## src/rtl/controlador_barramento_es_pkg.sv

```systemverilog
// Shared constants for the CPU read-bus controller.
// Contents:
//   SEL_*       read-data multiplexer select codes (also used by the mux itself)
//   ST_*        FSM state encodings of controlador_barramento_es
//   GRANT_*     encoding of the round-robin "last grant" register
package controlador_barramento_es_pkg;

   typedef logic [1:0] sel_t;
   typedef logic [1:0] state_t;

   localparam sel_t SEL_OTHER = 2'b00;
   localparam sel_t SEL_DISK  = 2'b01;
   localparam sel_t SEL_INTC  = 2'b10;

   localparam state_t ST_IDLE      = 2'd0;
   localparam state_t ST_INTC_RD   = 2'd1;
   localparam state_t ST_DISK_WAIT = 2'd2;
   localparam state_t ST_DISK_DONE = 2'd3;

   localparam logic GRANT_DISK = 1'b0;
   localparam logic GRANT_INTC = 1'b1;

endpackage

```

## src/rtl/controlador_barramento_es_contador_timeout_disco.sv

```systemverilog
// Saturating timeout counter for disk reads.
// Ports:
//   i_clock    system clock, rising edge
//   i_reset    asynchronous active-high reset
//   i_clear    synchronous clear to zero (has priority over i_enable)
//   i_enable   count one cycle
//   o_expired  counter equals TIMEOUT_CYCLES-1
// The counter stops at TIMEOUT_CYCLES-1, so it can never wrap while enabled.
module contador_timeout_disco #(
   parameter int TIMEOUT_CYCLES = 64,
   parameter int CNT_W          = 8
) (
   input  logic i_clock,
   input  logic i_reset,
   input  logic i_clear,
   input  logic i_enable,
   output logic o_expired
);

   localparam logic [CNT_W-1:0] LIMIT = CNT_W'(TIMEOUT_CYCLES - 1);

   logic [CNT_W-1:0] r_count;
   logic             w_expired;

   assign w_expired = (r_count == LIMIT);
   assign o_expired = w_expired;

   always_ff @(posedge i_clock or posedge i_reset) begin
      if (i_reset) begin
         r_count <= '0;
      end else if (i_clear) begin
         r_count <= '0;
      end else if (i_enable && !w_expired) begin
         r_count <= r_count + 1'b1;
      end
   end

endmodule

```

## src/rtl/controlador_barramento_es.sv

```systemverilog
// CPU read-bus controller: arbitrates and sequences CPU reads from the disk
// and from the interrupt controller, drives the read-data mux select and
// stalls the CPU until the chosen source has valid data.
// Ports:
//   i_clock     system clock, rising edge
//   i_reset     asynchronous active-high reset
//   i_disk_req  disk read requested (level, held while o_stall=1)
//   i_intc_req  INTC read requested (level, held while o_stall=1)
//   i_disk_ack  disk data valid on its bus this cycle
//   i_err_clr   clears o_disk_err
//   o_ctrl      read-data mux select (00 other, 01 disk, 10 INTC)
//   o_disk_rd   disk read strobe
//   o_intc_rd   INTC read strobe (pops the pending-interrupt register)
//   o_stall     freezes the CPU pipeline
//   o_disk_err  sticky disk-timeout flag
//   o_state     current FSM state, for observation
//
// Handshake: a request line is a valid that the CPU holds while o_stall=1;
// o_stall low while o_ctrl selects a source is the "ready" cycle in which the
// CPU samples the read data. Any later request level starts a new read.
module controlador_barramento_es #(
   parameter int TIMEOUT_CYCLES = 64,
   parameter int CNT_W          = 8
) (
   input  logic       i_clock,
   input  logic       i_reset,
   input  logic       i_disk_req,
   input  logic       i_intc_req,
   input  logic       i_disk_ack,
   input  logic       i_err_clr,
   output logic [1:0] o_ctrl,
   output logic       o_disk_rd,
   output logic       o_intc_rd,
   output logic       o_stall,
   output logic       o_disk_err,
   output logic [1:0] o_state
);

   import controlador_barramento_es_pkg::*;

   logic [1:0] r_state;
   logic [1:0] w_next;
   logic       r_last_grant;
   logic       r_disk_err;
   logic       w_grant_intc;
   logic       w_grant_disk;
   logic       w_expired;
   logic       w_timeout;

   // The counter is held at zero while idle, so every disk read starts at 0.
   contador_timeout_disco #(
      .TIMEOUT_CYCLES(TIMEOUT_CYCLES),
      .CNT_W         (CNT_W)
   ) u_contador (
      .i_clock  (i_clock),
      .i_reset  (i_reset),
      .i_clear  (r_state == ST_IDLE),
      .i_enable (r_state == ST_DISK_WAIT),
      .o_expired(w_expired)
   );

   // An ack in the expiry cycle counts as a successful read.
   assign w_timeout = (r_state == ST_DISK_WAIT) && w_expired && !i_disk_ack;

   always_comb begin
      w_next       = r_state;
      w_grant_intc = 1'b0;
      w_grant_disk = 1'b0;
      case (r_state)
         ST_IDLE: begin
            // On a tie, grant the source that was not granted last.
            if (i_intc_req && (!i_disk_req || r_last_grant == GRANT_DISK)) begin
               w_grant_intc = 1'b1;
            end else if (i_disk_req) begin
               w_grant_disk = 1'b1;
            end
            if (w_grant_intc) begin
               w_next = ST_INTC_RD;
            end else if (w_grant_disk) begin
               w_next = ST_DISK_WAIT;
            end
         end
         ST_INTC_RD: w_next = ST_IDLE;
         ST_DISK_WAIT: begin
            if (i_disk_ack || w_expired) begin
               w_next = ST_DISK_DONE;
            end else if (!i_disk_req) begin
               w_next = ST_IDLE;  // CPU flushed the request
            end
         end
         ST_DISK_DONE: w_next = ST_IDLE;
         default:      w_next = ST_IDLE;
      endcase
   end

   always_ff @(posedge i_clock or posedge i_reset) begin
      if (i_reset) begin
         r_state      <= ST_IDLE;
         r_last_grant <= GRANT_DISK;
         r_disk_err   <= 1'b0;
      end else begin
         r_state <= w_next;
         if (w_grant_intc) begin
            r_last_grant <= GRANT_INTC;
         end else if (w_grant_disk) begin
            r_last_grant <= GRANT_DISK;
         end
         // A timeout in the same cycle as err_clr leaves the flag set.
         if (w_timeout) begin
            r_disk_err <= 1'b1;
         end else if (i_err_clr) begin
            r_disk_err <= 1'b0;
         end
      end
   end

   always_comb begin
      o_ctrl = SEL_OTHER;
      case (r_state)
         ST_INTC_RD:   o_ctrl = SEL_INTC;
         ST_DISK_DONE: o_ctrl = SEL_DISK;
         default:      o_ctrl = SEL_OTHER;
      endcase
   end

   assign o_disk_rd  = (r_state == ST_DISK_WAIT);
   assign o_intc_rd  = (r_state == ST_INTC_RD);
   assign o_disk_err = r_disk_err;
   assign o_state    = r_state;

   // Combinational so the CPU freezes in the very cycle a request appears;
   // gated by reset so every output reads 0 while reset is held.
   assign o_stall = !i_reset && (i_disk_req || i_intc_req) &&
                    !(r_state == ST_INTC_RD || r_state == ST_DISK_DONE);

endmodule

```

## config.mk

```make
export PLATFORM = sky130hd
export DESIGN_NAME = controlador_barramento_es
export DESIGN_NICKNAME = d
export VERILOG_FILES = /design/src/rtl/controlador_barramento_es_pkg.sv /design/src/rtl/controlador_barramento_es_contador_timeout_disco.sv /design/src/rtl/controlador_barramento_es.sv
export SDC_FILE = /design/constraint.sdc
export NUM_CORES = 1
export LEC_CHECK = 0
export ABC_AREA = 1
export CAP_MARGIN = 0
export CORE_MARGIN = 5
export CORE_UTILIZATION = 25
export DETAILED_ROUTE_END_ITERATION = 6
export GPL_TIMING_DRIVEN = 0
export SYNTH_ARGS = -nofsm -noshare
export SYNTH_HDL_FRONTEND = slang
export SYNTH_SLANG_ARGS = --single-unit
```

## constraint.sdc

```tcl
create_clock -name i_clock -period 2.95 [get_ports i_clock]
set_input_delay 0.295 -clock i_clock [delete_from_list [all_inputs] [get_ports i_clock]]
set_output_delay 0.295 -clock i_clock [all_outputs]
set_load 0.01 [all_outputs]
```

Word level (Yosys, flattened, before mapping)
Cells that the tools add are included.

Bitwise logic cells: 1. Divide/modulo/power cells: 0. $mul: 0. Eq/ne operators: 6. $add $sub $neg: 1. Mux-type cells: 19. Order comparisons: 0. Reduce and logical (&&, ||, !) cells: 21. Shift operators: 0.

Operators with widths (count): $mux 8 (2); $mux 1 (11); $add 8x1->8 const B (1); $eq 8x6->1 const B (1); $mux 2 (4); $logic_and 1x1->1 (6); $ne 3x3->1 const B (2); $pmux 2 s3 (1); $reduce_bool 2->1 (3); $logic_not 1->1 (5); $eq 2x2->1 const B (2); $logic_or 1x1->1 (4); $pmux 2 s2 (1); $eq 2x1->1 const B (1); $logic_not 2->1 (1); $reduce_and 2->1 (1); $reduce_or 2->1 (1); $not 1->1 (1).

Memories kept: 0. Input bits: 6. Latch bits: 0. Bits in writable memories: 0. ROM bits: 0. Bits in registers: 12. Output and inout port bits: 8.

Logic depth before layout (Yosys ltp)
Depth in word-level cells: 8. Depth in mapped cells: 9. Gate-level depth less buffers: 9.

Modules after synthesis
From an unflattened synthesis, not the netlist that was laid out.

Cell total of the unflattened synthesis: 105. Area total of the unflattened synthesis: 750.7 µm².

By module, submodules not included: contador_timeout_disco (area each 509.2 µm², instances 1, cells each 70); controlador_barramento_es (area each 241.5 µm², instances 1, cells each 35).

Worst setup path before layout
No wires, ideal clock.

Path type: reg-to-reg. Start: register u_contador.r_count[0]. End: register u_contador.r_count[7]. Setup time: 0.116 ns. Path slack: 1.638 ns. Buffers on the path: 0. Period minus slack after synthesis: 1.312 ns. Arrival time: 1.196 ns. Required time: 2.834 ns. Cell stages (with the launch flop): 10. Cells stage by stage: dfrtp_1 ha_1 inv_1 nor2_4 nand2_2 nand2_4 inv_4 nand2_1 nand2_1 nand2_1.

Word-level cells in the longest chain between the ends: 4. Elaborated cells on any way between the ends: 7.

Ends and longest elaborated chain: start: declaration (line controlador_barramento_es_contador_timeout_disco.sv:22) `logic [CNT_W-1:0] r_count;`; start signal: assignment (line controlador_barramento_es_contador_timeout_disco.sv:34) `r_count <= r_count + 1'b1;`; branches (longest 4 deep; another with $add 8x1->8).

Parallel ways; which one is timed is not known. The select of a mux whose other input is x is not followed. A chain may end at the register's enable or synchronous reset.

Worst setup path in the final report
Start: input i_disk_req. End: output o_stall.

Word-level cells in the longest chain between the ends: 3.

Ends and longest elaborated chain: start: declaration (line controlador_barramento_es.sv:27) `input logic i_disk_req,`; $logic_or 1x1->1 (line controlador_barramento_es.sv:133) `assign o_stall = !i_reset && (i_disk_req || i_intc_req) &&`; $logic_and 1x1->1 (2 in series) (line controlador_barramento_es.sv:133); end: declaration (line controlador_barramento_es.sv:34) `output logic o_stall,`.

No other way between the ends.

==> results.cfg <==
[status]
status = finished, final reports clean

[drt]
drtPass1Iterations = 4
drc = 0
wl_per_cell_um = 10.57
routed_wirelength_um = 1533
initialDrtViolationCount = 20
viasPerCell = 4.648
routed-via-count = 674
drtAntennaViolNets = 0

[critical_path]
path_buf_inv = 2
crit_top_cell = clkdlybuf4s50_1
cp_cell_sequence = clkdlybuf4s50_1, nor2_1, nor3_1, clkdlybuf4s50_1
required_ns = 2.65
cp.arrival_ns = 1.60
slowest_delay_ns = 0.56
startpoint_type = input pin
crit_family = buffers and inverters
crit_slowest_cell = clkdlybuf4s50_1
critPathCaptureType = output pin
critPathKind = in -> out
worstPathMaxFanout = 3

[sta]
fin_skew_ns = 0.007802
fmax_mhz = 526.4
worstMarginPinSlew_ns = 0.4806
rsz0062_at_grt = false
tns_ns = 0
hold_viol = 0
fin_crit_sh = 0.6440
slew_violations = 0
setup_viol = 0
period_needed_ns = 1.900
maxSlewHeadroom = 0.6793

[yosys]
yosysTopAreaCellShare = 0.4167
netlist_top_cells_count = 31 x nand2_1, 13 x inv_1, 12 x dfrtp_1, 12 x nand3_1, 8 x nor2_1
synth_most_common_cell = nand2_1
ys.flop_type = dfrtp_1
yosys_warnings = 0
syn_inst = 98
synthArstFlopShare = 1.000
synth.area.top_cells = dfrtp_1 42%, nand2_1 16%, nand3_1 8.3%
syn-cell-area_um2 = 720.7
ys_seq_area_frac = 0.4167
synth_edf_count = 0
synth_top_area_cell = dfrtp_1
synth.distinct_cells = 20
syn_avg_cell_area_um2 = 7.354
postSynthNetCount = 105
ys_seq_elements = 12

[clock_network]
hold_buffers = 0
cts_htree_levels = 1
cts_setup_buffers = 0
insertion_delay_ns = 0.27
root_buffer = clkbuf_4
clock_sinks = 12
cts_tree = built
clockBufferDepth = 2
ctsResizeCount = 0
cts_made_buffers = 3
path_clk_slew_ns = 0.07

[global_routing]
grt_use_total = 0.08562
gr-total-overflow = 0
grt_max_degree = 13
use_met1 = 0.09946
use_met2 = 0.1497
met3_usage = 0.02131
grt_pass1_vias = 656
top_usage_layer = met2
grt_pass1_wl_um = 2815
antenna_found_initial = 0

[power]
p_leak_uw = 0.0004668
p_per_area_nw_per_um2 = 735.9
peakVddDrop_mv = 0.3438

[final_layout]
drive_gt1_frac = 0.1491
final_util = 0.3308
diodes = 0
seqCellArea_um2 = 300.3
multi_input_area_um2 = 357.8
syn2layout_area_growth_pct = 26.56
fillers = 293
nNetsFinal = 123
finalInstanceArea_um2 = 912.1

[die]
dieArea_um2 = 4056
die-height_um = 63.69
ios = 14
fp.coreArea_um2 = 2758
num_rows = 19
die_x_um = 63.69
start_util = 0.2613

[place]
hpwl_um = 1220
gp_congestion = 0.8094
port_buffers = 13
post_dp_cell_area_um2 = 889.6

[hold_path]
hold_class = in -> async

[run]
cap_violations = 0
-- layout make-up --
| cell class | count | area share |
|---|---|---|
| flip-flops and latches | 12 | 0.3292 |
| well taps | 31 | 0.04252 |
| clock buffers | 3 | 0.02469 |
| inverters | 16 | 0.06859 |
| multi-input cells | 70 | 0.3923 |
| repair buffers | 13 | 0.1427 |
-- worst paths after layout --
path,depth (start not counted),endpoint,start,slack [ns]
min,2,o_state[1]$_DFFE_PP0P_,i_reset,0.38
max reg2reg,8,u_contador.r_count[6]$_DFFE_PP0P_,u_contador.r_count[0]$_DFFE_PP0P_,1.50
min in group i_clock,2,r_last_grant$_DFFE_PP0P_,r_last_grant$_DFFE_PP0P_,0.50
max,4,o_stall,i_disk_req,1.05
max in group asynchronous,2,u_contador.r_count[0]$_DFFE_PP0P_,i_reset,2.24
min reg2reg,2,r_last_grant$_DFFE_PP0P_,r_last_grant$_DFFE_PP0P_,0.50
-- cell families (layout without fill, tap and decap cells) --
group | count (synthesis) | count (layout) | share of synthesized area
fa+ha+maj | 1 | 1 | 0.01736
xor+xnor | 1 | 1 | 0.01215
simple gates | 64 | 64 | 0.4271
flops | 12 | 12 | 0.4167
buf+inv | 16 | 32 | 0.08682
compound gates | 4 | 4 | 0.03993
-- cells in the final DEF, fill, tap and decap left out, types with 2 or more instances in the layout --
cell,count
nand2_4,2
nor2_1,8
nor2_4,2
nand2_1,31
dfrtp_1,12
nand2_2,2
clkdlybuf4s50_1,13
inv_1,13
nor2_2,3
nand4_1,2
nand3_1,12
inv_2,2
clkbuf_4,3
-- registers in the layout (all words and copies together), names as in the netlist --
name and count:
o_state 2, r_last_grant 1, o_disk_err 1, u_contador.r_count 8
-- metal layers --
layer,share of wire,wire length [µm]
met5,0,0
met2,0.49,757
met3,0.031,48
met1,0.46,698
met4,0.018,28
-- per-stage QoR --
step	std cells	total power, µW	worst slack [ns]	hold slack, ns
after floorplan	98	450.5	1.638	0.1597
after global placement	142	573.2	1.062	0.4862
after detailed placement	142	583.7	1.056	0.4907
after CTS	145	684.0	1.053	0.3957
after global routing	145	732.6	1.014	0.4254
final	145	671.3	1.050	0.3801
-- report_power, final --
group          total [µW]  switching [µW]  internal (µW)  leakage [µW]
clock                97.9            50.7           47.2     0.0000138
sequential            241            41.6            199      0.000160
combinational         332             195            137      0.000293
total                 671             287            384      0.000467
Note: power is estimated with default switching activity, not from simulation.
